File: src/rtl/arm7_block_xfer_ctrl.sv
// ARM7 LDM/STM block transfer sequencer: walks the register list in ascending
// order, issuing one word access per register, and handles base writeback.
module arm7_block_xfer_ctrl #(
    parameter int ADDR_W = 32,
    parameter int XFER_W = 5
) (
    input  logic              clk,
    input  logic              rst_n,
    input  logic              start,
    input  logic [15:0]       reg_list,
    input  logic [3:0]        rn,
    input  logic [31:0]       base,
    input  logic              pre,
    input  logic              up,
    input  logic              wb,
    input  logic              load,
    output logic              busy,
    output logic              done,
    output logic              mem_req,
    output logic              mem_we,
    output logic [ADDR_W-1:0] mem_addr,
    output logic [31:0]       mem_wdata,
    input  logic              mem_ack,
    input  logic [31:0]       mem_rdata,
    output logic [3:0]        rf_raddr,
    input  logic [31:0]       rf_rdata,
    output logic              rf_we,
    output logic [3:0]        rf_waddr,
    output logic [31:0]       rf_wdata
);
    typedef enum logic [1:0] {IDLE, XFER, DONE} state_t;

    state_t      state_q, state_d;
    logic [15:0] list_q, list_d;
    logic [3:0]  rn_q, rn_d;
    logic        load_q, load_d;
    logic        wb_q, wb_d;
    logic        first_q, first_d;
    logic        rn_in_q, rn_in_d;
    logic        pend_q, pend_d;
    logic [31:0] addr_q, addr_d;
    logic [31:0] wbval_q, wbval_d;

    logic [15:0]       eff_list;
    logic [15:0]       list_rest;
    logic [XFER_W-1:0] cnt;
    logic [31:0]       span;
    logic [31:0]       first_addr;
    logic [3:0]        cur_idx;
    logic              xfer_we;

    // Start-time decode; an empty list becomes R15 only with a 16-word span.
    always_comb begin
        eff_list = (reg_list == 16'h0000) ? 16'h8000 : reg_list;
        cnt = '0;
        for (int i = 0; i < 16; i++) begin
            cnt = cnt + XFER_W'(reg_list[i]);
        end
        span = (reg_list == 16'h0000) ? 32'h40 : (32'(cnt) << 2);
        case ({pre, up})
            2'b01:   first_addr = base;
            2'b11:   first_addr = base + 32'd4;
            2'b00:   first_addr = base - span + 32'd4;
            default: first_addr = base - span;
        endcase
    end

    always_comb begin
        cur_idx = 4'd0;
        for (int i = 15; i >= 0; i--) begin
            if (list_q[i]) begin
                cur_idx = 4'(i);
            end
        end
        list_rest = list_q & ~(16'h0001 << cur_idx);
    end

    always_comb begin
        state_d  = state_q;
        list_d   = list_q;
        rn_d     = rn_q;
        load_d   = load_q;
        wb_d     = wb_q;
        first_d  = first_q;
        rn_in_d  = rn_in_q;
        pend_d   = pend_q;
        addr_d   = addr_q;
        wbval_d  = wbval_q;
        busy     = 1'b0;
        done     = 1'b0;
        mem_req  = 1'b0;
        mem_we   = 1'b0;
        mem_addr = '0;
        rf_raddr = 4'd0;
        rf_we    = 1'b0;
        rf_waddr = 4'd0;
        rf_wdata = 32'd0;
        xfer_we  = 1'b0;

        case (state_q)
            IDLE: begin
                if (start) begin
                    state_d = XFER;
                    list_d  = eff_list;
                    rn_d    = rn;
                    load_d  = load;
                    wb_d    = wb;
                    first_d = 1'b1;
                    rn_in_d = eff_list[rn];
                    pend_d  = 1'b0;
                    addr_d  = {first_addr[31:2], 2'b00};
                    wbval_d = up ? (base + span) : (base - span);
                end
            end
            XFER: begin
                busy     = 1'b1;
                mem_req  = 1'b1;
                mem_we   = ~load_q;
                mem_addr = addr_q[ADDR_W-1:0];
                rf_raddr = cur_idx;
                if (mem_ack) begin
                    addr_d  = addr_q + 32'd4;
                    list_d  = list_rest;
                    first_d = 1'b0;
                    if (load_q) begin
                        rf_we    = 1'b1;
                        rf_waddr = cur_idx;
                        rf_wdata = mem_rdata;
                        xfer_we  = 1'b1;
                    end
                    // A load owns the write port this cycle, so its writeback is deferred.
                    if (first_q && wb_q && !(load_q && rn_in_q)) begin
                        if (load_q) begin
                            pend_d = 1'b1;
                        end else begin
                            rf_we    = 1'b1;
                            rf_waddr = rn_q;
                            rf_wdata = wbval_q;
                        end
                    end
                    if (list_rest == 16'h0000) begin
                        state_d = DONE;
                    end
                end
            end
            DONE: begin
                done    = 1'b1;
                state_d = IDLE;
            end
            default: state_d = IDLE;
        endcase

        if (pend_q && !xfer_we) begin
            rf_we    = 1'b1;
            rf_waddr = rn_q;
            rf_wdata = wbval_q;
            pend_d   = 1'b0;
        end
    end

    assign mem_wdata = rf_rdata;

    always_ff @(posedge clk or negedge rst_n) begin
        if (!rst_n) begin
            state_q <= IDLE;
            list_q  <= 16'h0000;
            rn_q    <= 4'd0;
            load_q  <= 1'b0;
            wb_q    <= 1'b0;
            first_q <= 1'b0;
            rn_in_q <= 1'b0;
            pend_q  <= 1'b0;
            addr_q  <= 32'd0;
            wbval_q <= 32'd0;
        end else begin
            state_q <= state_d;
            list_q  <= list_d;
            rn_q    <= rn_d;
            load_q  <= load_d;
            wb_q    <= wb_d;
            first_q <= first_d;
            rn_in_q <= rn_in_d;
            pend_q  <= pend_d;
            addr_q  <= addr_d;
            wbval_q <= wbval_d;
        end
    end
endmodule

File: config.mk
export PLATFORM = sky130hd
export DESIGN_NAME = arm7_block_xfer_ctrl
export DESIGN_NICKNAME = d
export VERILOG_FILES = /design/src/rtl/arm7_block_xfer_ctrl.sv
export SDC_FILE = /design/constraint.sdc
export NUM_CORES = 1
export LEC_CHECK = 0
export BUFFER_PORTS_ARGS = -buffer_cell sky130_fd_sc_hd__buf_4
export CAP_MARGIN = 5
export CORE_ASPECT_RATIO = 1.1
export CORE_MARGIN = 5
export CORE_UTILIZATION = 56
export DETAILED_ROUTE_END_ITERATION = 6
export MAX_ROUTING_LAYER = met4
export PLACE_DENSITY = 0.83
export SYNTH_ARGS = -nofsm -noshare
export SYNTH_HDL_FRONTEND = slang
export SYNTH_SLANG_ARGS = --single-unit
export TNS_END_PERCENT = 30
File: constraint.sdc
create_clock -name clk -period 3 [get_ports clk]
set_input_delay 0.3 -clock clk [delete_from_list [all_inputs] [get_ports clk]]
set_output_delay 0.3 -clock clk [all_outputs]
set_load 0.02 [all_outputs]
==> metrics <==
Post-Synth Adder-Cell Area=5.28%; most frequent CP cell=fa_2; diode count=0; worst r2r path cells=10; CTS buffer count=9; CP required=~3.2 ns; period utilization=199%; Vias/cell=~6.3; first-pass GRT wire length=between 50000 and 60000 um; yosys warns=0; max_slew headroom=a little over two fifths; slowest cell delay on critical path=approximately 0.56 ns; Setup Slack @ Placement=-3.27 ns; multiplexer area fraction after synthesis=approximately 2.8%; CP Launch Type=input port; run status=finished, violations left; PortBufs=roughly 170; CORE AREA=roughly 17000 um^2; Die Area=20200 um^2; Post-DP HPWL=between 20000 and 30000 um; Min Clock Period, post-route=about 6.0 ns; Final Util=80.6%; Clk pin slew, worst setup/hold paths=about 0.07 ns; I/O pin count=between 200 and 250; layout cell share with drive strength beyond 1=between 30% and 40%; RSZ-0062 raised after global routing=yes; Flop pwr share=about a fifth; post-route setup slack=-2.98 ns; Synth Instances=1325; Setup-failing EPs final=60; Setup CP Type=input port to flop; nets=approximately 1800; post-synthesis sequential element count=a little under 90; type of the worst min-delay path=input port to asynchronous set/reset pin; failing checks=setup timing; slowest CP cell=fa_2; FF/Latch Area=between 2000 and 2500 um^2; Final Max Slew Viols=0; static leakage=0.00605 uW; row count=50; Overall Global Routing Usage=around 37%; CP top delay family=adder cells; multi-input logic area=~7400 um^2; Critical path buffers and inverters=8; Synth Area in Compound Gates=26.5%; Max-Cap Viols=0; Internal=approximately 6300 uW; clk_lat worst skew=roughly 0.36 ns; clk_skew=~0.0061 ns; initial antenna violation count=0; die span in y=~150 um; Syn-to-layout area delta=40.9%; Worst path depth=26; # fillers=about 1100; CTS Sinks=89; CTS tree=done; Pwr Total=12300 uW; GR Overflow Total=0; Cell Pwr Density=between 800 and 900 nW/um^2; Max IR drop VDD=~1.1 mV; area of placed instances=approximately 12000 um^2; main combinational cell family by area after synthesis=simple AND/OR/NAND/NOR gates; Die Span X=between 100 and 150 um; Post-synth top flop=dfrtp_1; syn_area_per_cell=roughly 7.4 um^2; Initial Util=57.2%; EDFF count, synth=0; final-report hold violation count=0; CP endpoint kind=flop; Synth async-reset ratio=100%; Avg WL per Cell=21.3 um; Gate power share=70.6%; final wirelength=roughly 40000 um; CP arrival=6.23 ns; Synth Cell Area=9770 um^2; Clock Tree Buf Depth=2; Pre-Repair DR Iteration Count=6; Yosys cell types=between 90 and 100; Synth Area in XOR/XNOR=~6.0%; DRC=0; number of H-tree levels=3; Net Sw Frac=48.6%; Antenna Nets Post-Route=0; Simple-Gate Fraction of Synth Area=roughly 28%; Seq/Total Area, Yosys=roughly 23%; clk root buf=clkbuf_16; Least-Margin Pin Slew=0.872 ns; placer congestion estimate=about 0.99; post-route cell area=between 10000 and 15000 um^2; Initial DRC Count=~1400; worst-path fanout max=6; largest net degree at the start of global routing=72; vias in the first global route=11224; fmax=approximately 170 MHz; clock share of power=10.6%; NetSw=6000 uW; via count=11811
[synthesized netlist by cell type, drive strengths merged, types with 9 or more instances]
cell type	n	area share, %
nor2b	11	0.70
nor4	22	2.0
or3	9	0.63
fa	12	2.5
inv	59	2.3
nand2	174	6.7
o22ai	14	0.90
a211oi	13	1.1
nand3	49	2.5
nand4	16	1.0
dfrtp	89	23
a31oi	18	1.2
and3	15	0.97
a22o	43	3.9
xnor2	45	4.0
ha	22	2.8
o21ai	109	5.6
a21oi	99	5.1
clkbuf	70	2.7
nor3	38	2.0
o31ai	10	0.82
buf	56	3.7
nand2b	14	0.90
and2	46	2.9
nor2	97	3.7
mux2i	14	1.4
xor2	22	2.0
[sequential cells by signal (all words and copies together), names as in the netlist, 2 cells and up]
signal   count
addr_q      30
list_q      16
rn_q         4
state_q      2
wbval_q     32
[layout make-up]
cell class / instances / share of cell area, %
clock buffers: 9 / 1.64
inverters: 60 / 1.80
repair buffers: 411 / 23.6
multi-input cells: 1051 / 53.9
clock inverters: 7 / 0.727
well taps: 234 / 2.13
flip-flops and latches: 89 / 16.2
[power by group through the flow]
stage	Sequential (uW)	Clock (uW)	Combinational, uW
floorplan	2130	0	4700
global placement	2300	0	7260
detailed placement	2310	0	7400
CTS	2290	1300	7880
global route	2380	1340	9270
finish	2320	1310	8710
[cells by family (layout without fill, tap and decap cells)]
family	Yosys count	in the layout
AO/OA/AOI/OAI	392	392
XOR/XNOR	67	67
adder cells (fa/ha/maj)	34	34
buffers and inverters	186	487
flip-flops	89	89
multiplexers	22	22
other	1	2
AND/OR/NAND/NOR	534	534
[worst paths after layout]
check,from,endpoint,slack [ns]
max,reg_list[7],addr_q[21],-2.98
min,rst_n,list_q[7],0.05
max reg2reg,list_q[14],state_q[1],0.20
min reg2reg,rn_in_q,rn_in_q,0.48
max in group asynchronous,rst_n,addr_q[26],2.20
min in group clk,wb,wb_q,0.13
[layout by cell type (no fill, tap or decap), drive strengths merged, types with 6 or more instances in the layout]
| cell type | n |
|---|---|
| dfrtp | 89 |
| or3 | 9 |
| a21oi | 99 |
| and3 | 15 |
| nor2 | 97 |
| o22ai | 14 |
| nand3b | 6 |
| a22oi | 6 |
| o21ai | 109 |
| a31oi | 18 |
| mux2i | 14 |
| nor2b | 11 |
| nor4b | 6 |
| nand4 | 16 |
| nor3 | 38 |
| or2 | 6 |
| nand2 | 174 |
| xor2 | 22 |
| and2 | 46 |
| o21a | 7 |
| ha | 22 |
| a211oi | 13 |
| nor4 | 22 |
| buf | 410 |
| o31ai | 10 |
| xnor2 | 45 |
| clkbuf | 10 |
| nand3 | 49 |
| inv | 61 |
| a21o | 7 |
| nand4b | 8 |
| a22o | 43 |
| fa | 12 |
| nand2b | 14 |
[layer usage]
metal,track usage (%),up-vias,routed length [um]
met5,-,-,0
met1,46.5,5552,15200
li1,-,5326,-
met4,14.3,0,2100
met3,4.91,178,3520
met2,61.5,755,18800
[through the flow]
step	instances	TNS, ns	hold slack [ns]
global placement	1809	-150.39	0.450
finish	1861	-132.21	0.0500
floorplan	1326	-124.34	0.00441
CTS	1847	-121.23	0.0845
global route	1861	-142.51	0.132
detailed placement	1809	-154.53	0.456
[timing repair]
item,in CTS,in global routing
gates cloned,0,1
resized for setup,127,65
pin swaps,47,35
endpoints found under the setup margin,60,61
hold buffers,0,0
buffers inserted,24,14
hold endpoints to repair,0,0
(Power assumes the default switching activity.)
